[config.mk]
export PLATFORM = sky130hd
export DESIGN_NAME = uart_alu_engine
export DESIGN_NICKNAME = d
export VERILOG_FILES = /design/src/rtl/uart_alu_engine.sv
export SDC_FILE = /design/constraint.sdc
export NUM_CORES = 2
export LEC_CHECK = 0
export ABC_AREA = 1
export ABC_CLOCK_PERIOD_IN_PS = 6800
export CAP_MARGIN = 20
export CORE_MARGIN = 4
export CORE_UTILIZATION = 60
export DETAILED_ROUTE_END_ITERATION = 12
export GPL_TIMING_DRIVEN = 0
export PLACE_DENSITY = 0.9
export SKIP_LAST_GASP = 1
export SYNTH_ARGS = -nofsm -noshare
export SYNTH_HDL_FRONTEND = slang
export SYNTH_SLANG_ARGS = --single-unit
[constraint.sdc]
create_clock -name clk_i -period 6.8 [get_ports clk_i]
set_input_delay 2.04 -clock clk_i [delete_from_list [all_inputs] [get_ports clk_i]]
set_output_delay 2.04 -clock clk_i [all_outputs]
set_load 0.01 [all_outputs]
[src/rtl/uart_alu_engine.sv]
// Packet byte-stream ALU between a uart RX stream and TX stream: echo, add, multiply
// and (with UART_ALU_DIV_EN defined) restoring divide on little-endian operands.
module uart_alu_engine #(
   parameter int OP_WIDTH  = 32,
   parameter int LEN_WIDTH = 16,
   parameter int CNT_WIDTH = 16
) (
   input  logic                 clk_i,
   input  logic                 rst_ni,
   input  logic [7:0]           s_axis_tdata,
   input  logic                 s_axis_tvalid,
   output logic                 s_axis_tready,
   output logic [7:0]           m_axis_tdata,
   output logic                 m_axis_tvalid,
   input  logic                 m_axis_tready,
   output logic                 busy_o,
   output logic [CNT_WIDTH-1:0] pkt_cnt_o
);

   localparam int NB    = OP_WIDTH / 8;
   localparam int IDX_W = 4;

   localparam logic [7:0] OPC_ECHO = 8'h01;
   localparam logic [7:0] OPC_ADD  = 8'h02;
   localparam logic [7:0] OPC_MUL  = 8'h03;
`ifdef UART_ALU_DIV_EN
   localparam logic [7:0] OPC_DIV  = 8'h04;
   localparam int         DCNT_W   = $clog2(OP_WIDTH) + 1;
`endif

   typedef enum logic [3:0] {
      ST_OPCODE,
      ST_RSVD,
      ST_LEN_LO,
      ST_LEN_HI,
      ST_ECHO,
      ST_OPERAND,
      ST_RESULT,
      ST_DRAIN
`ifdef UART_ALU_DIV_EN
      , ST_DIVIDE
`endif
   } state_e;

   state_e                 state_q, state_d;
   logic [7:0]             opcode_q, opcode_d;
   logic [7:0]             len_lo_q, len_lo_d;
   logic [LEN_WIDTH-1:0]   len_q, len_d;
   logic [OP_WIDTH-1:0]    acc_q, acc_d;
   logic [OP_WIDTH-1:0]    stage_q, stage_d;
   logic [IDX_W-1:0]       idx_q, idx_d;
   logic [IDX_W-1:0]       res_idx_q, res_idx_d;
   logic [CNT_WIDTH-1:0]   pkt_cnt_q, pkt_cnt_d;

   logic [LEN_WIDTH-1:0]   len_full;
   logic [OP_WIDTH-1:0]    byte_ext;
   logic [OP_WIDTH-1:0]    op_word;
   logic                   op_done;

`ifdef UART_ALU_DIV_EN
   logic [OP_WIDTH-1:0]    div_q, div_d;
   logic [OP_WIDTH-1:0]    rem_q, rem_d;
   logic [DCNT_W-1:0]      dcnt_q, dcnt_d;
   logic [1:0]             op_cnt_q, op_cnt_d;
   logic [OP_WIDTH:0]      rem_shift;
   logic [OP_WIDTH:0]      div_diff;

   // One restoring step: a clear borrow bit means the trial subtraction fits.
   assign rem_shift = {rem_q, acc_q[OP_WIDTH-1]};
   assign div_diff  = rem_shift - {1'b0, div_q};
`endif

   assign len_full = LEN_WIDTH'({s_axis_tdata, len_lo_q});
   assign byte_ext = OP_WIDTH'(s_axis_tdata);
   // Bytes enter at the top so the operand is LSB-aligned once its last byte lands.
   assign op_word  = (stage_q >> 8) | (byte_ext << (OP_WIDTH - 8));

   always_ff @(posedge clk_i or negedge rst_ni) begin
      if (!rst_ni) begin
         state_q   <= ST_OPCODE;
         opcode_q  <= '0;
         len_lo_q  <= '0;
         len_q     <= '0;
         acc_q     <= '0;
         stage_q   <= '0;
         idx_q     <= '0;
         res_idx_q <= '0;
         pkt_cnt_q <= '0;
`ifdef UART_ALU_DIV_EN
         div_q     <= '0;
         rem_q     <= '0;
         dcnt_q    <= '0;
         op_cnt_q  <= '0;
`endif
      end else begin
         state_q   <= state_d;
         opcode_q  <= opcode_d;
         len_lo_q  <= len_lo_d;
         len_q     <= len_d;
         acc_q     <= acc_d;
         stage_q   <= stage_d;
         idx_q     <= idx_d;
         res_idx_q <= res_idx_d;
         pkt_cnt_q <= pkt_cnt_d;
`ifdef UART_ALU_DIV_EN
         div_q     <= div_d;
         rem_q     <= rem_d;
         dcnt_q    <= dcnt_d;
         op_cnt_q  <= op_cnt_d;
`endif
      end
   end

   always_comb begin
      state_d       = state_q;
      opcode_d      = opcode_q;
      len_lo_d      = len_lo_q;
      len_d         = len_q;
      acc_d         = acc_q;
      stage_d       = stage_q;
      idx_d         = idx_q;
      res_idx_d     = res_idx_q;
      pkt_cnt_d     = pkt_cnt_q;
      op_done       = 1'b0;
      s_axis_tready = 1'b0;
      m_axis_tvalid = 1'b0;
      m_axis_tdata  = 8'h00;
`ifdef UART_ALU_DIV_EN
      div_d         = div_q;
      rem_d         = rem_q;
      dcnt_d        = dcnt_q;
      op_cnt_d      = op_cnt_q;
`endif

      case (state_q)
         ST_OPCODE: begin
            s_axis_tready = 1'b1;
            if (s_axis_tvalid) begin
               opcode_d = s_axis_tdata;
               state_d  = ST_RSVD;
            end
         end

         ST_RSVD: begin
            s_axis_tready = 1'b1;
            if (s_axis_tvalid) state_d = ST_LEN_LO;
         end

         ST_LEN_LO: begin
            s_axis_tready = 1'b1;
            if (s_axis_tvalid) begin
               len_lo_d = s_axis_tdata;
               state_d  = ST_LEN_HI;
            end
         end

         ST_LEN_HI: begin
            s_axis_tready = 1'b1;
            if (s_axis_tvalid) begin
               len_d     = len_full;
               idx_d     = '0;
               res_idx_d = '0;
               stage_d   = '0;
               case (opcode_q)
                  OPC_ECHO: begin
                     if (len_full == '0) begin
                        state_d   = ST_OPCODE;
                        pkt_cnt_d = pkt_cnt_q + CNT_WIDTH'(1);
                     end else begin
                        state_d = ST_ECHO;
                     end
                  end
                  OPC_ADD: begin
                     acc_d   = '0;
                     state_d = (len_full == '0) ? ST_RESULT : ST_OPERAND;
                  end
                  OPC_MUL: begin
                     acc_d   = OP_WIDTH'(1);
                     state_d = (len_full == '0) ? ST_RESULT : ST_OPERAND;
                  end
`ifdef UART_ALU_DIV_EN
                  OPC_DIV: begin
                     acc_d    = '1;
                     op_cnt_d = 2'd0;
                     state_d  = (len_full == '0) ? ST_RESULT : ST_OPERAND;
                  end
`endif
                  default: begin
                     if (len_full == '0) begin
                        state_d   = ST_OPCODE;
                        pkt_cnt_d = pkt_cnt_q + CNT_WIDTH'(1);
                     end else begin
                        state_d = ST_DRAIN;
                     end
                  end
               endcase
            end
         end

         ST_ECHO: begin
            s_axis_tready = m_axis_tready;
            m_axis_tvalid = s_axis_tvalid;
            m_axis_tdata  = s_axis_tdata;
            if (s_axis_tvalid && m_axis_tready) begin
               len_d = len_q - LEN_WIDTH'(1);
               if (len_q == LEN_WIDTH'(1)) begin
                  state_d   = ST_OPCODE;
                  pkt_cnt_d = pkt_cnt_q + CNT_WIDTH'(1);
               end
            end
         end

         ST_OPERAND: begin
            s_axis_tready = 1'b1;
            if (s_axis_tvalid) begin
               len_d   = len_q - LEN_WIDTH'(1);
               stage_d = op_word;
               op_done = (idx_q == IDX_W'(NB - 1));
               idx_d   = op_done ? '0 : idx_q + IDX_W'(1);
               if (op_done) begin
                  if (opcode_q == OPC_MUL) begin
                     acc_d = acc_q * op_word;
                  end
`ifdef UART_ALU_DIV_EN
                  else if (opcode_q == OPC_DIV) begin
                     if (op_cnt_q == 2'd0) acc_d = op_word;
                     else if (op_cnt_q == 2'd1) div_d = op_word;
                     if (op_cnt_q != 2'd2) op_cnt_d = op_cnt_q + 2'd1;
                  end
`endif
                  else begin
                     acc_d = acc_q + op_word;
                  end
               end
               if (len_q == LEN_WIDTH'(1)) begin
                  state_d = ST_RESULT;
`ifdef UART_ALU_DIV_EN
                  if (opcode_q == OPC_DIV) begin
                     if (op_cnt_d == 2'd2 && div_d != '0) begin
                        state_d = ST_DIVIDE;
                        rem_d   = '0;
                        dcnt_d  = '0;
                     end else begin
                        acc_d = '1;
                     end
                  end
`endif
               end
            end
         end

`ifdef UART_ALU_DIV_EN
         ST_DIVIDE: begin
            acc_d  = {acc_q[OP_WIDTH-2:0], ~div_diff[OP_WIDTH]};
            rem_d  = div_diff[OP_WIDTH] ? rem_shift[OP_WIDTH-1:0] : div_diff[OP_WIDTH-1:0];
            dcnt_d = dcnt_q + DCNT_W'(1);
            if (dcnt_q == DCNT_W'(OP_WIDTH - 1)) state_d = ST_RESULT;
         end
`endif

         ST_RESULT: begin
            // The accumulator doubles as the output shifter, so data holds under backpressure.
            m_axis_tvalid = 1'b1;
            m_axis_tdata  = acc_q[7:0];
            if (m_axis_tready) begin
               acc_d = acc_q >> 8;
               if (res_idx_q == IDX_W'(NB - 1)) begin
                  state_d   = ST_OPCODE;
                  pkt_cnt_d = pkt_cnt_q + CNT_WIDTH'(1);
               end else begin
                  res_idx_d = res_idx_q + IDX_W'(1);
               end
            end
         end

         ST_DRAIN: begin
            s_axis_tready = 1'b1;
            if (s_axis_tvalid) begin
               len_d = len_q - LEN_WIDTH'(1);
               if (len_q == LEN_WIDTH'(1)) begin
                  state_d   = ST_OPCODE;
                  pkt_cnt_d = pkt_cnt_q + CNT_WIDTH'(1);
               end
            end
         end

         default: state_d = ST_OPCODE;
      endcase
   end

   assign busy_o    = (state_q != ST_OPCODE);
   assign pkt_cnt_o = pkt_cnt_q;

endmodule

==> flow_summary.ini <==
[detailed_routing]
drc = 0
highest_layer = met5
wl_per_cell_um = 22.1
drt-total-wl_mm = 89.3
vias_per_cell = 5.89
vias = 23737
first_pass_iters = 10
wl_met1_mm = 30.6
final_antenna_net_count = 0
drt_iter0_drc = 3269
routed-wl-met2_mm = 37.9
wl_met3_mm = 12.7

[finish]
seq_area_mm2 = 0.00290
multi_input_area_mm2 = 0.0185
areaGrowthSynthToFinish_pct = 15.0
layout_commonest_cell = nand2_1
layout_common_cells = 867 x nand2_1, 858 x inv_1, 387 x fa_1
final_area_mm2 = 0.0282
fin_nets = 4073
drive_above_1_share = 0.125
nFillCells = 2994

[critical_path]
path_buf_inv = 6
crit_type = in -> reg
cpMaxStageDelayCell = fa_2
crit_top_cell = fa_1
slowest_delay_ns = 0.62
worstPathArrival_ns = 7.96
crit_path_max_fanout = 6
path_delay_family = adder cells
startpoint_type = input port
cp_cell_sequence = buf_12, buf_6, nand2_2, fa_1, inv_2, fa_2, ha_4, fa_1, inv_2, fa_1, inv_2, fa_1, fa_2, fa_1, ha_4, inv_2, nor3_4, nand2_2, nor4_4, nand2_2, a21oi_1, o21ai_4, nand2_1, nand2_1
worstSetupEndpointType = flip-flop
required_ns = 7.11

[grt]
grt_pass1_wl_mm = 134
grt_pass1_vias = 23688
grt_max_degree = 86
track_usage = 0.398
grt_overflow = 0
antenna_found_initial = 1

[place]
gp_congestion = 1.06
postPlaceCellArea_mm2 = 0.0257
portBuffers = 38
hpwl_mm = 67.9
post-place-ws_ns = -2.06

[sta]
setup_viol = 12
rsz0062_at_grt = yes
worst_slew_pin_slew_ns = 1.09
relSlewSlack = 0.275
fin_crit_sh = 1.12
hold_viol = 0
fin_crit_ns = 7.65
fin_ws_ns = -0.849
hold_slack_ns = 0.502
slew_violations = 0
max_freq_ghz = 0.131
clock_skew_ns = 0.00967
fin_tns_setup_ns = -4.78

[hold_path]
hp-class = reg -> reg

[clock_network]
cts_num_sinks = 115
htreeDepth = 4
cts_max_path_buffers = 2
cts_tree = yes
cts.clk_slew.worst_paths_ns = 0.06
cts_root_buf = clkbuf_16
cts_buffers = 17
clk_latency_ns = 0.42

[outcome]
violations = setup timing
outcome = finished with violations

[die]
die_area_mm2 = 0.0442
start_util = 0.612
die_height_um = 210
die_w_um = 210
row_count = 73
pin_count = 39
fp.coreArea_mm2 = 0.0401

[yosys]
avgSynthCellArea_um2 = 7.30
synthArstFlopShare = 1.00
synth_ff_type = dfrtp_1
yosysSeqAreaShare = 0.117
ys_ff_latch = 115
yosys_warnings = 0
synth_edf_count = 0
synth_top_area_cell = fa_1
synth_nets = 3942
synthDistinctLibCells = 59
synth_top_area_frac = 0.333
netlist_area_mm2 = 0.0246
synthTopCellsByArea = fa_1 33%, nand2_1 14%, inv_1 14%
syn_inst = 3362

[job]
drv_cap = 0
kinds of logic after synthesis:
logic type               share of synthesized area
AO/OA/AOI/OAI                               0.0879
XOR/XNOR                                    0.0175
adder cells (fa/ha/maj)                      0.414
buffers and inverters                        0.163
flip-flops                                   0.117
multiplexers                              0.000408
AND/OR/NAND/NOR                              0.199
tightest hold or removal path, delay by kind of cell, from the launching register on:
family,cells,cell delay [ns]
compound gates,1,0.06
flops,1,0.35
simple gates,1,0.05
synthesized netlist by cell type (all sizes together) (4+ instances only):
master  number
o21a         5
dfrtp      115
inv        901
clkbuf      78
nor4         9
xor2        32
nand4       18
nor2       136
nor3        28
buf         60
nand2      897
a211oi       5
xnor2       17
nand3b       6
o21ai      145
nand3      102
o21bai      11
o211ai       5
o22ai       24
and2         4
fa         409
a22oi        6
a31oi        9
a21o        15
a21oi      143
ha         159
metrics by stage:
| stage | cells | utilization |
|---|---|---|
| after floorplan | 3362 | - |
| after global placement | 3925 | 0.641 |
| final | 4033 | 0.704 |
| after CTS | 4015 | 0.691 |
| after global routing | 4030 | 0.704 |
| after detailed placement | 3926 | 0.642 |
worst paths after layout:
check	from	to	slack (ns)	cells after the start
min reg2reg	opcode_q[3]$_DFFE_PN0P_	opcode_q[3]$_DFFE_PN0P_	0.50	2
min in group asynchronous	rst_ni	pkt_cnt_o[10]$_DFFE_PN0P_	1.49	1
min	opcode_q[3]$_DFFE_PN0P_	opcode_q[3]$_DFFE_PN0P_	0.50	2
max reg2reg	stage_q[23]$_DFFE_PN0P_	acc_q[30]$_DFFE_PN0P_	-0.59	24
max in group asynchronous	rst_ni	acc_q[9]$_DFFE_PN0P_	4.54	2
max	s_axis_tdata[0]	acc_q[30]$_DFFE_PN0P_	-0.85	24
registers in the layout (all words and copies together) (netlist names):
signal / count
state_q: 3
acc_q: 32
opcode_q: 8
res_idx_q: 4
pkt_cnt_o: 16
stage_q: 24
len_lo_q: 8
idx_q: 4
len_q: 16
layout make-up:
type                            instances  share of cell area
Antenna cell                            3            0.000266
Buffer                                135              0.0399
Clock buffer                           19              0.0157
Clock inverter                         12             0.00554
Inverter                              903               0.120
Multi-Input combinational cell       2206               0.656
Sequential cell                       115               0.103
Tap cell                              525              0.0233
Timing Repair Buffer                  115              0.0368
metal layers:
| metal | vias to the layer above | track usage |
|---|---|---|
| li1 | 10206 | - |
| met1 | 11260 | 0.496 |
| met2 | 1743 | 0.596 |
| met3 | 526 | 0.128 |
| met4 | 2 | 0.265 |
| met5 | - | 0 |
timing repair:
item                                    CTS  global route
pin swaps                                83            69
endpoints found under the setup margin   21            20
gates cloned                              0             0
hold buffers                              0             0
setup buffers                            58            19
resized for setup                       345           151
Power is not shown: default switching activity piles up to over one toggle a cycle in this logic, so the estimate is an artifact.
